File: config.mk
export PLATFORM = sky130hd
export DESIGN_NAME = irq_arbiter
export DESIGN_NICKNAME = d
export VERILOG_FILES = /design/src/rtl/irq_arbiter_pkg.sv /design/src/rtl/irq_gateway.sv /design/src/rtl/irq_arbiter.sv
export SDC_FILE = /design/constraint.sdc
export NUM_CORES = 1
export LEC_CHECK = 0
export ABC_AREA = 1
export CAP_MARGIN = 10
export CORE_MARGIN = 10
export CORE_UTILIZATION = 45
export DETAILED_ROUTE_END_ITERATION = 10
export PLACE_DENSITY = 0.69
export SYNTH_ARGS = -nofsm -noshare
export SYNTH_HDL_FRONTEND = slang
export SYNTH_HIERARCHICAL = 1
export SYNTH_SLANG_ARGS = --single-unit
File: constraint.sdc
create_clock -name clk_i -period 7.5 [get_ports clk_i]
set_input_delay 1.125 -clock clk_i [delete_from_list [all_inputs] [get_ports clk_i]]
set_output_delay 1.125 -clock clk_i [all_outputs]
set_load 0.05 [all_outputs]
File: src/rtl/irq_arbiter_pkg.sv
// Shared definitions for the external interrupt arbiter: bus width, source ID
// width, register word offsets and gateway state encodings.
package irq_arbiter_pkg;

    localparam int DATA_BUS_WIDTH = 32;
    localparam int SRC_ID_WIDTH   = 4;

    // Register byte offsets on the core data bus
    localparam logic [7:0] IRQ_ARB_PRIO    = 8'h00;
    localparam logic [7:0] IRQ_ARB_ENABLE  = 8'h04;
    localparam logic [7:0] IRQ_ARB_PENDING = 8'h08;
    localparam logic [7:0] IRQ_ARB_THRESH  = 8'h0C;
    localparam logic [7:0] IRQ_ARB_CLAIM   = 8'h10;
    localparam logic [7:0] IRQ_ARB_TRIGGER = 8'h14;

    // Word indices as seen on address bits [4:2]
    localparam logic [2:0] IDX_PRIO    = IRQ_ARB_PRIO[4:2];
    localparam logic [2:0] IDX_ENABLE  = IRQ_ARB_ENABLE[4:2];
    localparam logic [2:0] IDX_PENDING = IRQ_ARB_PENDING[4:2];
    localparam logic [2:0] IDX_THRESH  = IRQ_ARB_THRESH[4:2];
    localparam logic [2:0] IDX_CLAIM   = IRQ_ARB_CLAIM[4:2];
    localparam logic [2:0] IDX_TRIGGER = IRQ_ARB_TRIGGER[4:2];

    // Per-source gateway states
    typedef enum logic [1:0] {
        GW_IDLE  = 2'd0,
        GW_PEND  = 2'd1,
        GW_INSVC = 2'd2
    } gw_state_e;

endpackage

File: src/rtl/irq_gateway.sv
// One interrupt source: 2-flop synchronizer, rising-edge detector and the
// IDLE/PEND/INSVC gateway with a 1-deep edge_seen memory for edge mode.
module irq_gateway
    import irq_arbiter_pkg::*;
(
    input  logic clk_i,
    input  logic rst_n_i,
    input  logic src_i,
    input  logic trigger_i,
    input  logic claim_i,
    input  logic complete_i,
    output logic pend_o,
    output logic insvc_o
);

    logic      sync1_q, sync1_d;
    logic      sync2_q, sync2_d;
    logic      sync3_q, sync3_d;
    logic      edge_seen_q, edge_seen_d;
    gw_state_e state_q, state_d;
    logic      rise;
    logic      edge_rise;

    assign rise      = sync2_q & ~sync3_q;
    assign edge_rise = trigger_i & rise;

    // Synchronizer chain plus delayed copy for edge detection
    always_comb begin
        sync1_d = src_i;
        sync2_d = sync1_q;
        sync3_d = sync2_q;
    end

    // Gateway next state; edge_seen only matters for edge-triggered sources
    // since a level source simply re-pends while still asserted
    always_comb begin
        state_d     = state_q;
        edge_seen_d = edge_seen_q;
        case (state_q)
            GW_IDLE: begin
                if (trigger_i ? rise : sync2_q) begin
                    state_d = GW_PEND;
                end
            end
            GW_PEND: begin
                if (claim_i) begin
                    state_d = GW_INSVC;
                    if (edge_rise) begin
                        edge_seen_d = 1'b1;
                    end
                end
            end
            GW_INSVC: begin
                if (edge_rise) begin
                    edge_seen_d = 1'b1;
                end
                if (complete_i) begin
                    state_d     = (edge_seen_q || edge_rise) ? GW_PEND : GW_IDLE;
                    edge_seen_d = 1'b0;
                end
            end
            default: begin
                state_d     = GW_IDLE;
                edge_seen_d = 1'b0;
            end
        endcase
    end

    // State registers
    always_ff @(posedge clk_i or negedge rst_n_i) begin
        if (!rst_n_i) begin
            sync1_q     <= 1'b0;
            sync2_q     <= 1'b0;
            sync3_q     <= 1'b0;
            edge_seen_q <= 1'b0;
            state_q     <= GW_IDLE;
        end else begin
            sync1_q     <= sync1_d;
            sync2_q     <= sync2_d;
            sync3_q     <= sync3_d;
            edge_seen_q <= edge_seen_d;
            state_q     <= state_d;
        end
    end

    assign pend_o  = (state_q == GW_PEND);
    assign insvc_o = (state_q == GW_INSVC);

endmodule

File: src/rtl/irq_arbiter.sv
// External interrupt arbiter: configuration registers, per-source gateways,
// priority selection, claim/complete handling and the single irq_o line.
module irq_arbiter
    import irq_arbiter_pkg::*;
#(
    parameter int NUM_SRC    = 8,
    parameter int PRIO_WIDTH = 3
) (
    input  logic                      clk_i,
    input  logic                      rst_n_i,
    input  logic [NUM_SRC-1:0]        src_irq_i,
    input  logic                      reg_we_i,
    input  logic                      reg_re_i,
    input  logic [7:0]                reg_addr_i,
    input  logic [DATA_BUS_WIDTH-1:0] reg_wdata_i,
    output logic [DATA_BUS_WIDTH-1:0] reg_rdata_o,
    output logic                      reg_rdata_vld_o,
    output logic                      irq_o
);

    logic [NUM_SRC-1:0][PRIO_WIDTH-1:0] prio_q, prio_d;
    logic [NUM_SRC-1:0]                 enable_q, enable_d;
    logic [NUM_SRC-1:0]                 trigger_q, trigger_d;
    logic [PRIO_WIDTH-1:0]              thresh_q, thresh_d;
    logic [SRC_ID_WIDTH-1:0]            best_id_q, best_id_d;
    logic                               irq_q, irq_d;
    logic [DATA_BUS_WIDTH-1:0]          rdata_q, rdata_d;
    logic                               rdata_vld_q, rdata_vld_d;

    logic [NUM_SRC-1:0]                 pend, insvc, eligible;
    logic [NUM_SRC-1:0]                 claim_vec, complete_vec;
    logic [PRIO_WIDTH-1:0]              best_prio;
    logic [2:0]                         word_idx;
    logic                               rd_en;
    logic [SRC_ID_WIDTH-1:0]            complete_id;
    logic                               unused_bits;

    assign word_idx    = reg_addr_i[4:2];
    assign rd_en       = reg_re_i & ~reg_we_i;
    assign complete_id = reg_wdata_i[SRC_ID_WIDTH-1:0];
    assign unused_bits = ^{reg_addr_i[7:5], reg_addr_i[1:0], reg_wdata_i};

    for (genvar i = 0; i < NUM_SRC; i++) begin : g_src
        irq_gateway u_gateway (
            .clk_i      (clk_i),
            .rst_n_i    (rst_n_i),
            .src_i      (src_irq_i[i]),
            .trigger_i  (trigger_q[i]),
            .claim_i    (claim_vec[i]),
            .complete_i (complete_vec[i]),
            .pend_o     (pend[i]),
            .insvc_o    (insvc[i])
        );
    end

    // Claim goes to the registered winner; complete to the ID in write data
    always_comb begin
        claim_vec    = '0;
        complete_vec = '0;
        for (int i = 0; i < NUM_SRC; i++) begin
            if (rd_en && word_idx == IDX_CLAIM && best_id_q == SRC_ID_WIDTH'(i + 1)) begin
                claim_vec[i] = 1'b1;
            end
            if (reg_we_i && word_idx == IDX_CLAIM && complete_id == SRC_ID_WIDTH'(i + 1)) begin
                complete_vec[i] = 1'b1;
            end
        end
    end

    // Configuration register writes
    always_comb begin
        prio_d    = prio_q;
        enable_d  = enable_q;
        thresh_d  = thresh_q;
        trigger_d = trigger_q;
        if (reg_we_i) begin
            case (word_idx)
                IDX_PRIO: begin
                    for (int i = 0; i < NUM_SRC; i++) begin
                        prio_d[i] = reg_wdata_i[4*i +: PRIO_WIDTH];
                    end
                end
                IDX_ENABLE:  enable_d  = reg_wdata_i[NUM_SRC-1:0];
                IDX_THRESH:  thresh_d  = reg_wdata_i[PRIO_WIDTH-1:0];
                IDX_TRIGGER: trigger_d = reg_wdata_i[NUM_SRC-1:0];
                default: ;
            endcase
        end
    end

    // Read mux; a read colliding with a write returns zero
    always_comb begin
        rdata_d     = '0;
        rdata_vld_d = reg_re_i;
        if (rd_en) begin
            case (word_idx)
                IDX_PRIO: begin
                    for (int i = 0; i < NUM_SRC; i++) begin
                        rdata_d[4*i +: PRIO_WIDTH] = prio_q[i];
                    end
                end
                IDX_ENABLE:  rdata_d[NUM_SRC-1:0]      = enable_q;
                IDX_PENDING: rdata_d[NUM_SRC-1:0]      = pend;
                IDX_THRESH:  rdata_d[PRIO_WIDTH-1:0]   = thresh_q;
                IDX_CLAIM:   rdata_d[SRC_ID_WIDTH-1:0] = best_id_q;
                IDX_TRIGGER: rdata_d[NUM_SRC-1:0]      = trigger_q;
                default: ;
            endcase
        end
    end

    // Priority selection; strict compare keeps the lowest index on a tie
    always_comb begin
        best_prio = '0;
        best_id_d = '0;
        for (int i = 0; i < NUM_SRC; i++) begin
            eligible[i] = pend[i] & enable_q[i] & (prio_q[i] > thresh_q);
            if (eligible[i] && prio_q[i] > best_prio) begin
                best_prio = prio_q[i];
                best_id_d = SRC_ID_WIDTH'(i + 1);
            end
        end
        irq_d = (|eligible) & ~(|insvc);
    end

    // Register file and output registers
    always_ff @(posedge clk_i or negedge rst_n_i) begin
        if (!rst_n_i) begin
            prio_q      <= '0;
            enable_q    <= '0;
            thresh_q    <= '0;
            trigger_q   <= '0;
            best_id_q   <= '0;
            irq_q       <= 1'b0;
            rdata_q     <= '0;
            rdata_vld_q <= 1'b0;
        end else begin
            prio_q      <= prio_d;
            enable_q    <= enable_d;
            thresh_q    <= thresh_d;
            trigger_q   <= trigger_d;
            best_id_q   <= best_id_d;
            irq_q       <= irq_d;
            rdata_q     <= rdata_d;
            rdata_vld_q <= rdata_vld_d;
        end
    end

    assign reg_rdata_o     = rdata_q;
    assign reg_rdata_vld_o = rdata_vld_q;
    assign irq_o           = irq_q;

endmodule

==> results by group <==
Floorplanning
  • Die footprint: 0.0218 sq mm
  • I/O pin count: 86
  • CORE AREA: 0.0159 sq mm
  • Num rows: 46
  • Die X: 148 um
  • Initial core utilization: 46.0%
  • Die extent in y: 148 um

Timing
  • Number of hold violations in the final report: 0
  • Slew Limit Headroom: 27.4%
  • Tmin final: 7.57 ns
  • Slew at the pin closest to its max-slew limit: 1.08 ns
  • Total Neg Setup Slack: -0.0812 ns
  • Final period util: 101%
  • Layout Skew: 0.0109 ns
  • Final worst setup slack: -0.0673 ns
  • # setup viols final: 3
  • Maximum clock frequency: 132 MHz
  • RSZ-0062 raised after global routing: true
  • Pins Over Slew Limit: 0

Worst setup path
  • Reg2reg end: best_id_q[2]
  • R2R depth: 62
  • Cell family with most CP delay: simple AND/OR/NAND/NOR gates
  • WS Path Type: reg -> reg
  • Crit path launch: thresh_q[2]
  • Startpoint Class: flip-flop
  • CP max-delay cell: dfrtp_1
  • Setup crit end kind: flip-flop
  • Max incr delay on CP: 0.39 ns
  • Worst Path Arrival: 7.90 ns
  • R2R Path Start: thresh_q[2]
  • Worst-path maximum fanout: 7
  • Reg2reg setup slack: -0.07 ns
  • Bufs and invs on worst path: 11
  • Crit path required time: 7.83 ns

Power and ir drop
  • Total Power: 2.98 mW
  • Sequential power share: 29.8%
  • Clock power share: 27.3%
  • Power per standard cell area: 311 mW/mm^2
  • Comb pwr share: 42.9%
  • Net Sw Frac: 38.6%
  • P_sw: 1.15 mW
  • Maximum VDD drop: 0.000187 V
  • P_leak: 4.76 nW
  • Int Pwr: 1.83 mW

Logic synthesis
  • Post-synthesis mux area share: 0.614%
  • Commonest cells post-synth: 218 x nand2_1, 123 x dfrtp_1, 105 x inv_1
  • EDFF count, synth: 0
  • Largest family of logic cells by synthesized area: simple AND/OR/NAND/NOR gates
  • Post-synthesis register bit count: 123
  • Synth area leader: dfrtp_1
  • Post-synthesis sequential area ratio: 41.9%
  • Mapped cell area: 0.00734 sq mm
  • Compound-Gate Fraction of Synth Area: 10.4%
  • FFs w/ async S/R, synth: 100%
  • Post-synthesis xor/xnor area fraction: 0%
  • Library cells used by synthesis: 40
  • Synth area leaders: dfrtp_1 42%, ha_1 14%, nand2_1 11%, inv_1 5.4%, a21oi_1 3.1%
  • Post-synthesis cell count: 869
  • Share of the synthesized area in the top cell type: 41.9%
  • Synth warn: 6
  • Avg Cell Area, Syn: 8.45 sq um
  • Top FF cell, synth: dfrtp_1
  • Post-Synth Simple-Gate Area: 26.0%
  • Most instantiated library cell after synthesis: nand2_1
  • Synth Area in Adders: 13.6%

Outcome
  • Status: finished, violations left
  • Failing checks: setup timing

Cells and area
  • Fillers: 1351
  • Antenna diode count: 0
  • Area growth syn-to-layout: 30.7%
  • Share of cells above drive strength 1: 23.5%
  • Area of the multi-input gates: 0.00400 sq mm
  • Nets: 1146
  • Register Area: 0.00308 sq mm

Clock network
  • Clock Latency Late Sink: 0.42 ns
  • CTS buffer count: 17
  • Level count of the clock H-tree: 4
  • Root buffer cell: clkbuf_16
  • CTS tree: built
  • Clock-pin slew on the worst setup and hold paths: 0.06 ns
  • Longest Clk Path Bufs: 2
  • Hold-fix buffer count after cts: 0
  • CTS sink cnt: 123

Drt
  • Vias per cell: 5.00
  • DRT Pass-1 Iters: 5
  • DR vias: 6216
  • DRC: 0
  • Routed wire length: 18.2 mm
  • Drt wl/cell: 14.7 um
  • Final ANT Viol Nets: 0
  • Iteration-0 DRC Markers: 416

Placement
  • DP HPWL: 13.4 mm
  • Place WS: -0.507 ns
  • Routability cong.: 0.853
  • PortBufs: 68

Hold path
  • Hold path start: g_src[0].u_gateway/sync1_q
  • Hold Crit Class: reg -> reg
  • Hold depth: 0
  • Worst Hold End: g_src[0].u_gateway/sync2_q

Flow run
  • Max-cap violation count: 0

Global route
  • GRT overflow: 0
  • First-pass GRT wire length: 30.2 mm
  • GRT Total Usage: 17.0%
  • Vias in the first global route: 6153
  • Largest net degree at the start of global routing: 73
  • Initial antenna violation count: 0
==> how the worst max path moves through the flow <==
stage / endpoint / cells after the start
finish: best_id_q[2] / 62
detailed placement: best_id_q[2] / 60
CTS: best_id_q[2] / 60
global placement: best_id_q[2] / 58
floorplan: best_id_q[2] / 60
global route: best_id_q[2] / 62
==> sequential cells by signal (all words and copies together), names as in the netlist <==
register / flops
trigger_q: 8
thresh_q: 3
reg_rdata_o: 26
g_src.u_gateway/sync2_q: 8
enable_q: 8
g_src.u_gateway/sync3_q: 8
reg_rdata_vld_o: 1
best_id_q: 4
irq_o: 1
prio_q: 24
g_src.u_gateway/state_q: 16
g_src.u_gateway/sync1_q: 8
g_src.u_gateway/edge_seen_q: 8
==> power groups by stage <==
stage / Sequential [mW] / Clock (mW) / Combinational (mW)
after floorplan: 0.891 / 0 / 0.811
after global placement: 0.889 / 0 / 1.12
after detailed placement: 0.892 / 0 / 1.15
after CTS: 0.886 / 0.828 / 1.24
after global routing: 0.905 / 0.859 / 1.44
final: 0.890 / 0.814 / 1.28
==> cell type report <==
| cell class | instances | area share, % |
|---|---|---|
| multi-input cells | 614 | 41.7 |
| flip-flops and latches | 123 | 32.1 |
| repair buffers | 137 | 12.5 |
| clock buffers | 22 | 4.94 |
| inverters | 121 | 4.75 |
| well taps | 216 | 2.82 |
| clock inverters | 10 | 1.20 |
==> cell usage in the layout, fill, tap and decap left out, types with 11 or more instances in the layout <==
cell type and count:
nor2_2 15, nand2_2 40, inv_1 98, nor2_1 37, nor3_1 22, clkbuf_16 17
ha_1 70, nand2_1 208, clkdlybuf4s50_1 67, o21ai_1 11, o21ai_0 32, dfrtp_1 123
a21oi_1 45, nand3_1 27, inv_2 20, buf_4 68
==> repair_timing <==
| action | 4_1_cts | 5_1_grt |
|---|---|---|
| setup buffers | 16 | 9 |
| endpoints found under the setup margin | 4 | 4 |
| cloned | 0 | 0 |
| pin swaps | 44 | 22 |
| gates resized for setup | 33 | 15 |
==> layer usage <==
metal	GRT usage, %	routed length, um
met5	0	0
met4	5.70	301
met3	4.00	816
met2	28.2	8880
met1	21.3	8240
==> kinds of logic after synthesis <==
kind of cell / after synthesis
AO/OA/AOI/OAI: 126
adder cells (fa/ha/maj): 80
buffers and inverters: 137
flip-flops: 123
multiplexers: 4
other: 1
AND/OR/NAND/NOR: 398
==> metrics by stage <==
step	util, %	cells	instance area [sq um]	hold WS, ns
3_3_place_gp	54.0	1190	8610	0.333
3_5_place_dp	54.0	1190	8610	0.336
2_1_floorplan	-	874	7380	0.331
6_report	60.2	1243	9600	0.345
4_1_cts	59.5	1238	9490	0.349
5_1_grt	60.2	1243	9600	0.355
No activity file was read; power rests on OpenSTA's default activity.
